$ cat src/rtl/incond_pkg.sv
// Shared constants for the input conditioner: default parameters, channel
// indices and the debounce counter width helper.
package incond_pkg;

    localparam int unsigned DEBOUNCE_CYCLES_DEF = 16;
    localparam int unsigned N_CH_DEF            = 3;

    localparam int unsigned CH_C1 = 0;
    localparam int unsigned CH_C2 = 1;
    localparam int unsigned CH_I  = 2;

    // Counter width needed to count 0..cycles-1, never narrower than one bit.
    function automatic int unsigned cnt_width(input int unsigned cycles);
        int unsigned w;
        w = $clog2(cycles);
        return (w < 1) ? 1 : w;
    endfunction

endpackage

$ cat src/rtl/debounce_ch.sv
// One input conditioner channel: two-flop synchroniser, stability counter,
// accepted-level flop and, when INCOND_EDGE_EN is defined, a registered
// rising-edge pulse. Without INCOND_EDGE_EN the pulse output is tied low.
module debounce_ch
    import incond_pkg::*;
#(
    parameter int unsigned DEBOUNCE_CYCLES = DEBOUNCE_CYCLES_DEF
)
(
    input  logic clk,
    input  logic rst_n,
    input  logic ena,
    input  logic raw_i,
    output logic lvl_o,
    output logic rise_o
);

    localparam int unsigned      CNT_W   = cnt_width(DEBOUNCE_CYCLES);
    localparam logic [CNT_W-1:0] CNT_MAX = CNT_W'(DEBOUNCE_CYCLES - 1);

    logic             s1_q, s1_d;
    logic             s2_q, s2_d;
    logic             db_q, db_d;
    logic [CNT_W-1:0] cnt_q, cnt_d;

    // Synchroniser shift path; runs regardless of the block enable.
    always_comb begin
        s1_d = raw_i;
        s2_d = s1_q;
    end

    // Count consecutive samples that disagree with the accepted level; any
    // agreeing sample or a disabled block throws the partial count away.
    always_comb begin
        cnt_d = '0;
        db_d  = db_q;
        if (ena && (s2_q != db_q)) begin
            if (cnt_q == CNT_MAX) begin
                db_d = s2_q;
            end else begin
                cnt_d = cnt_q + 1'b1;
            end
        end
    end

    // State registers for synchroniser, counter and accepted level.
    always_ff @(posedge clk or negedge rst_n) begin
        if (!rst_n) begin
            s1_q  <= 1'b0;
            s2_q  <= 1'b0;
            cnt_q <= '0;
            db_q  <= 1'b0;
        end else begin
            s1_q  <= s1_d;
            s2_q  <= s2_d;
            cnt_q <= cnt_d;
            db_q  <= db_d;
        end
    end

    assign lvl_o = db_q;

`ifdef INCOND_EDGE_EN
    logic rise_q, rise_d;

    // A pulse is due exactly when the accepted level is about to go 0 -> 1.
    always_comb begin
        rise_d = db_d & ~db_q;
    end

    // Pulse register so the pulse lines up with the first high cycle of lvl_o.
    always_ff @(posedge clk or negedge rst_n) begin
        if (!rst_n) begin
            rise_q <= 1'b0;
        end else begin
            rise_q <= rise_d;
        end
    end

    assign rise_o = rise_q;
`else
    assign rise_o = 1'b0;
`endif

endmodule

$ cat src/rtl/input_conditioner.sv
// Front-end conditioner for the C1/C2/I pad inputs: one independent
// debounce_ch per channel. Rising-edge pulses exist only when INCOND_EDGE_EN
// is defined; otherwise rise_o reads as all zeros.
module input_conditioner
    import incond_pkg::*;
#(
    parameter int unsigned DEBOUNCE_CYCLES = DEBOUNCE_CYCLES_DEF,
    parameter int unsigned N_CH            = N_CH_DEF
)
(
    input  logic            clk,
    input  logic            rst_n,
    input  logic            ena,
    input  logic [N_CH-1:0] raw_i,
    output logic [N_CH-1:0] lvl_o,
    output logic [N_CH-1:0] rise_o
);

    for (genvar ch = 0; ch < N_CH; ch++) begin : g_ch
        debounce_ch #(
            .DEBOUNCE_CYCLES (DEBOUNCE_CYCLES)
        ) u_ch (
            .clk    (clk),
            .rst_n  (rst_n),
            .ena    (ena),
            .raw_i  (raw_i[ch]),
            .lvl_o  (lvl_o[ch]),
            .rise_o (rise_o[ch])
        );
    end

endmodule
$ cat config.mk
export PLATFORM = sky130hd
export DESIGN_NAME = input_conditioner
export DESIGN_NICKNAME = d
export VERILOG_FILES = /design/src/rtl/incond_pkg.sv /design/src/rtl/debounce_ch.sv /design/src/rtl/input_conditioner.sv
export SDC_FILE = /design/constraint.sdc
export NUM_CORES = 1
export LEC_CHECK = 0
export ABC_AREA = 1
export BUFFER_PORTS_ARGS = -buffer_cell sky130_fd_sc_hd__buf_2
export CAP_MARGIN = 20
export CORE_MARGIN = 4
export CORE_UTILIZATION = 49
export CTS_BUF_LIST = sky130_fd_sc_hd__clkbuf_16
export DETAILED_ROUTE_END_ITERATION = 10
export PLACE_DENSITY_LB_ADDON = 0.05
export SLEW_MARGIN = 15
export SYNTH_ARGS = -nofsm -noshare
export SYNTH_HDL_FRONTEND = slang
export SYNTH_SLANG_ARGS = --single-unit
$ cat constraint.sdc
create_clock -name clk -period 1.1 [get_ports clk]
set_clock_uncertainty 0.1 [all_clocks]
set_input_delay 0.22 -clock clk [delete_from_list [all_inputs] [get_ports clk]]
set_output_delay 0.22 -clock clk [all_outputs]
set_load 0.02 [all_outputs]
## Word-level counts from Yosys, hierarchy flattened

Cells that the tools add are included.

- Bits in registers: 21
- Bits in latches: 0
- Memory bits (writable): 0
- Bits in read-only memories: 0
- Bits of input ports: 6
- Output and inout bits: 6
- Memories kept: 0

- Add/sub/neg operators: 3
- Multipliers: 0
- Div/mod/pow operators: 0
- Magnitude comparators: 0
- Equal/unequal tests: 6
- Shifts and indexed selects: 0
- Mux-type cells: 6
- Bitwise logic cells: 0
- Reduce and logical (&&, ||, !) cells: 6

Operators by type and width:

| cell | number |
|---|---|
| two-way mux 4 bit | 6 |
| adder 4 x 1 -> 4 bit (second input constant) | 3 |
| == test 4 bit (second input constant) | 3 |
| AND reduction 2 bit | 3 |
| logical AND 1 bit | 3 |
| inequality test 1 bit | 3 |

## Longest topological paths before layout

- Depth in word-level cells: 3
- Depth in mapped cells: 5

## Hierarchy

Synthesis repeated with hierarchy kept, for this count alone.

- Cells, all modules: 93
- Area total of the unflattened synthesis: 897.1 µm²

Modules (own cells, without submodules):

| module | instances | cells each | area an instance (µm²) | sequential area each (µm²) |
|---|---|---|---|---|
| debounce_ch | 3 | 31 | 299.0 | 175.2 |

## Least setup slack after synthesis

No wires, ideal clock.

- Kind: register to register
- From: reg g_ch[2].u_ch.cnt_q[0]
- To: reg g_ch[2].u_ch.db_q
- Arrival: 0.830 ns
- Data required time: 0.880 ns
- Slack: 0.049 ns
- Stages on the path, launching flop included: 6
- Path buffers: 0
- Clock period less this slack: 1.051 ns
- Cell sequence: dfrtp_1 ha_1 nand3_2 nor2_1 nand2_1 nand2_1

- Word-level cells in the longest chain between the ends: 2

RTL lines:

| what | RTL line | RTL |
|---|---|---|
| start: declaration | debounce_ch.sv:24 | `logic [CNT_W-1:0] cnt_q, cnt_d;` |
| start signal: assignment | debounce_ch.sv:56 | `cnt_q <= cnt_d;` |
| == test 4 bit | debounce_ch.sv:38 | `if (cnt_q == CNT_MAX) begin` |
| AND reduction 2 bit (no source line) | -- |  |
| end signal: assignment | debounce_ch.sv:52 | `db_q <= 1'b0;` |
| end signal: assignment | debounce_ch.sv:57 | `db_q <= db_d;` |
| end: declaration | debounce_ch.sv:23 | `logic db_q, db_d;` |

No other way between the ends.
A chain may end at the register's enable or synchronous reset.

## Worst setup path in the final report

- From: reg g_ch[1].u_ch.db_q
- To: out lvl_o[1]

RTL lines:

| what | RTL line | RTL |
|---|---|---|
| start: declaration | debounce_ch.sv:23 |  |
| start signal: assignment | debounce_ch.sv:52 |  |
| start signal: assignment | debounce_ch.sv:57 |  |
| end: declaration | input_conditioner.sv:15 | `output logic [N_CH-1:0] lvl_o,` |

No word-level cell between the ends.

==> summary.md <==
| Metric | Value |
|---|---|
| Failing checks | negative setup slack |
| Final Hold Fails | 0 |
| Worst Hold Class | in -> reg |
| Post-synthesis register bit count | 21 |
| DRT Pass-1 Iters | 4 |
| Final setup fails | 3 |
| Iter 0 DRT Violations | 12 |
| Static Leak | approximately 0.00060 µW |
| DR vias/cell | around 4.7 |
| Critical path required time | between 0.7 and 0.8 ns |
| Post-route ant nets | 0 |
| Initial antenna violation count | 0 |
| Die height | roughly 51 µm |
| IO Port Bufs | 8 |
| Most common cell after layout, fill and taps aside | dfrtp_1 |
| Setup crit start kind | flip-flop |
| Synth-to-Final Area Change | 37.1% |
| Max IR drop VDD | between 1000 and 1500 µV |
| Critical-path top delay cell | dfrtp_1 |
| Cell Area, Synth | between 900 and 1000 µm² |
| CTS tree | yes |
| # diodes | 0 |
| Synth Area per Inst | around 9.5 µm² |
| DRC errors left | 0 |
| Num CTS Buffers | 3 |
| Reg clk slew, reported paths | approximately 0.050 ns |
| Most frequent cells in the layout | 21 x dfrtp_1, 18 x nand2_1, 9 x nor2_1, 7 x inv_1, 7 x buf_4 |
| RSZ-0062 raised after global routing | true |
| Initial Utilization | roughly 53% |
| Post-DR wirelength/cell | around 11 µm |
| Filler cell count | between 100 and 150 |
| Share of cells above drive strength 1 | 35.9% |
| Core Area | around 1700 µm² |
| Status | finished, violations left |
| DR vias | 669 |
| Placement-stage cell area | roughly 980 µm² |
| Final net count | ~130 |
| Final WS setup | -0.0539 ns |
| Synth area leader | dfrtp_1 |
| Sequential area share after synthesis | 57.1% |
| Total GRT Usage | between 10% and 20% |
| Total detailed-routing wirelength | about 1600 µm |
| Top Ports | 12 |
| Overall power after layout | approximately 1700 µW |
| Die Wd | 51.3 µm |
| Max Root-Sink Buffers | 2 |
| Maxcap violations | 0 |
| Vias in the first global route | 610 |
| # rows | 15 |
| Sink count of the clock tree | 21 |
| Synth top area cells | dfrtp_1 57%, nand2_1 8.6%, nor2_1 6.1%, buf_4 4.9%, ha_1 4.1% |
| DIE AREA | 2630 µm² |
| WS Path Type | reg -> out |
| First-pass GRT wire length | roughly 2500 µm |
| Gpl congestion | between 0.7 and 0.8 |
| Achievable frequency | just under 0.9 GHz |
| Critical path cell sequence | buf_6 |
| Final Max Slew Viols | 0 |
| Power per cell area | between 1000 and 1500 nW/µm² |
| Finished layout cell area | 1260 µm² |
| Largest net degree at the start of global routing | 22 |
| Crit path DAT | a little over 0.8 ns |
| Fin crit share | 105% |
| Unique masters post-synth | 13 |
| Cells after Synth | 97 |
| CTS root buffer | clkbuf_16 |
| Worst Setup End Kind | output pin |
| Final HPWL DP | ~1000 µm |
| Max incr delay on CP | 0.43 ns |
| WP buf/inv | 1 |
| Worst skew pair latency | 0.25 ns |
| CTS H-tree lvls | 1 |
| CP Max Fanout | 4 |
| Grt ovf | 0 |
| Worst path top cell family by delay | flip-flops |
| Setup tns final | -0.123 ns |
| Tmin final | between 1 and 1.5 ns |
| Top-area cell type share of the netlist area | between 50 and 60% |
| Synth warnings | 0 |
-- area by class of cell --
class	instances	area (µm²)	share of cell area (%)
well taps	25	31.3	2.48
clock buffers	3	75.1	5.95
inverters	9	33.8	2.68
flip-flops and latches	21	526	41.7
multi-input cells	63	428	33.9
repair buffers	20	163	12.9
clock inverters	1	5.00	0.397
-- what timing repair did --
| item | CTS | global route |
|---|---|---|
| hold buffers | 4 | 0 |
| gates cloned | 0 | 0 |
| pin swaps | 2 | 10 |
| setup endpoints to repair | 4 | 15 |
| endpoints found under the hold margin | 24 | 0 |
| buffers inserted | 2 | 2 |
| resized for setup | 11 | 22 |
-- cell families after synthesis --
group / share of synthesized area (%)
flip-flops: 57.1
other: 0.408
XOR/XNOR: 2.86
AND/OR/NAND/NOR: 25.3
buffers and inverters: 8.57
AO/OA/AOI/OAI: 1.63
adder cells (fa/ha/maj): 4.08
-- synth_stat cells --
library cell  instances
dfrtp_1              21
nand2_1              21
nor2_1               15
inv_1                 9
buf_4                 6
nand3_1               6
ha_1                  3
nand3_2               3
nand4_1               3
o21ai_1               3
or2_1                 3
xnor2_1               3
conb_1                1
-- per-stage QoR --
step	util (%)	setup slack, ns	cells	hold slack, ns
after floorplan	-	0.0495	99	-0.176
after global placement	56.3	-0.00479	130	0.100
after detailed placement	56.3	-0.0143	130	0.0917
after CTS	66.0	-0.0344	140	0.223
after global routing	72.3	-0.0808	142	0.243
final	72.3	-0.0539	142	0.227
-- registers in the layout (all words and copies together), names as in the netlist --
| signal | cells |
|---|---|
| g_ch.u_ch.s1_q | 3 |
| g_ch.u_ch.lvl_o | 3 |
| g_ch.u_ch.s2_q | 3 |
| g_ch.u_ch.cnt_q | 12 |
-- routing by layer --
metal  up-vias  track usage (%)  wire length [µm]
li1        338                -                 -
met1       316             16.3               689
met2        13             22.1               802
met3         2             2.62                53
met4         0             5.24                15
met5         -                0                 0
-- path summary, 6_finish.rpt --
check                      slack [ns]                           start  cells past startpoint                               to
setup / recovery                -0.05  g_ch[1].u_ch.lvl_o$_DFFE_PN0P_                      1                         lvl_o[1]
min in group asynchronous        0.35                           rst_n                      2      g_ch[1].u_ch.s2_q$_DFF_PN0_
setup reg to reg                 0.01  g_ch[1].u_ch.lvl_o$_DFFE_PN0P_                      6  g_ch[1].u_ch.cnt_q[2]$_DFF_PN0_
hold / removal                   0.23                             ena                      4   g_ch[1].u_ch.lvl_o$_DFFE_PN0P_
max in group asynchronous        0.24                           rst_n                      2  g_ch[1].u_ch.cnt_q[3]$_DFF_PN0_
hold reg to reg                  0.25     g_ch[0].u_ch.s1_q$_DFF_PN0_                      0      g_ch[0].u_ch.s2_q$_DFF_PN0_
-- where the power goes --
| part | switching [µW] | total, µW | internal [µW] |
|---|---|---|---|
| Sequential | 15.4 | 810 | 794 |
| Combinational | 69.6 | 119 | 49.3 |
| Clock | 258 | 744 | 487 |
Note: power is estimated with default switching activity, not from simulation.
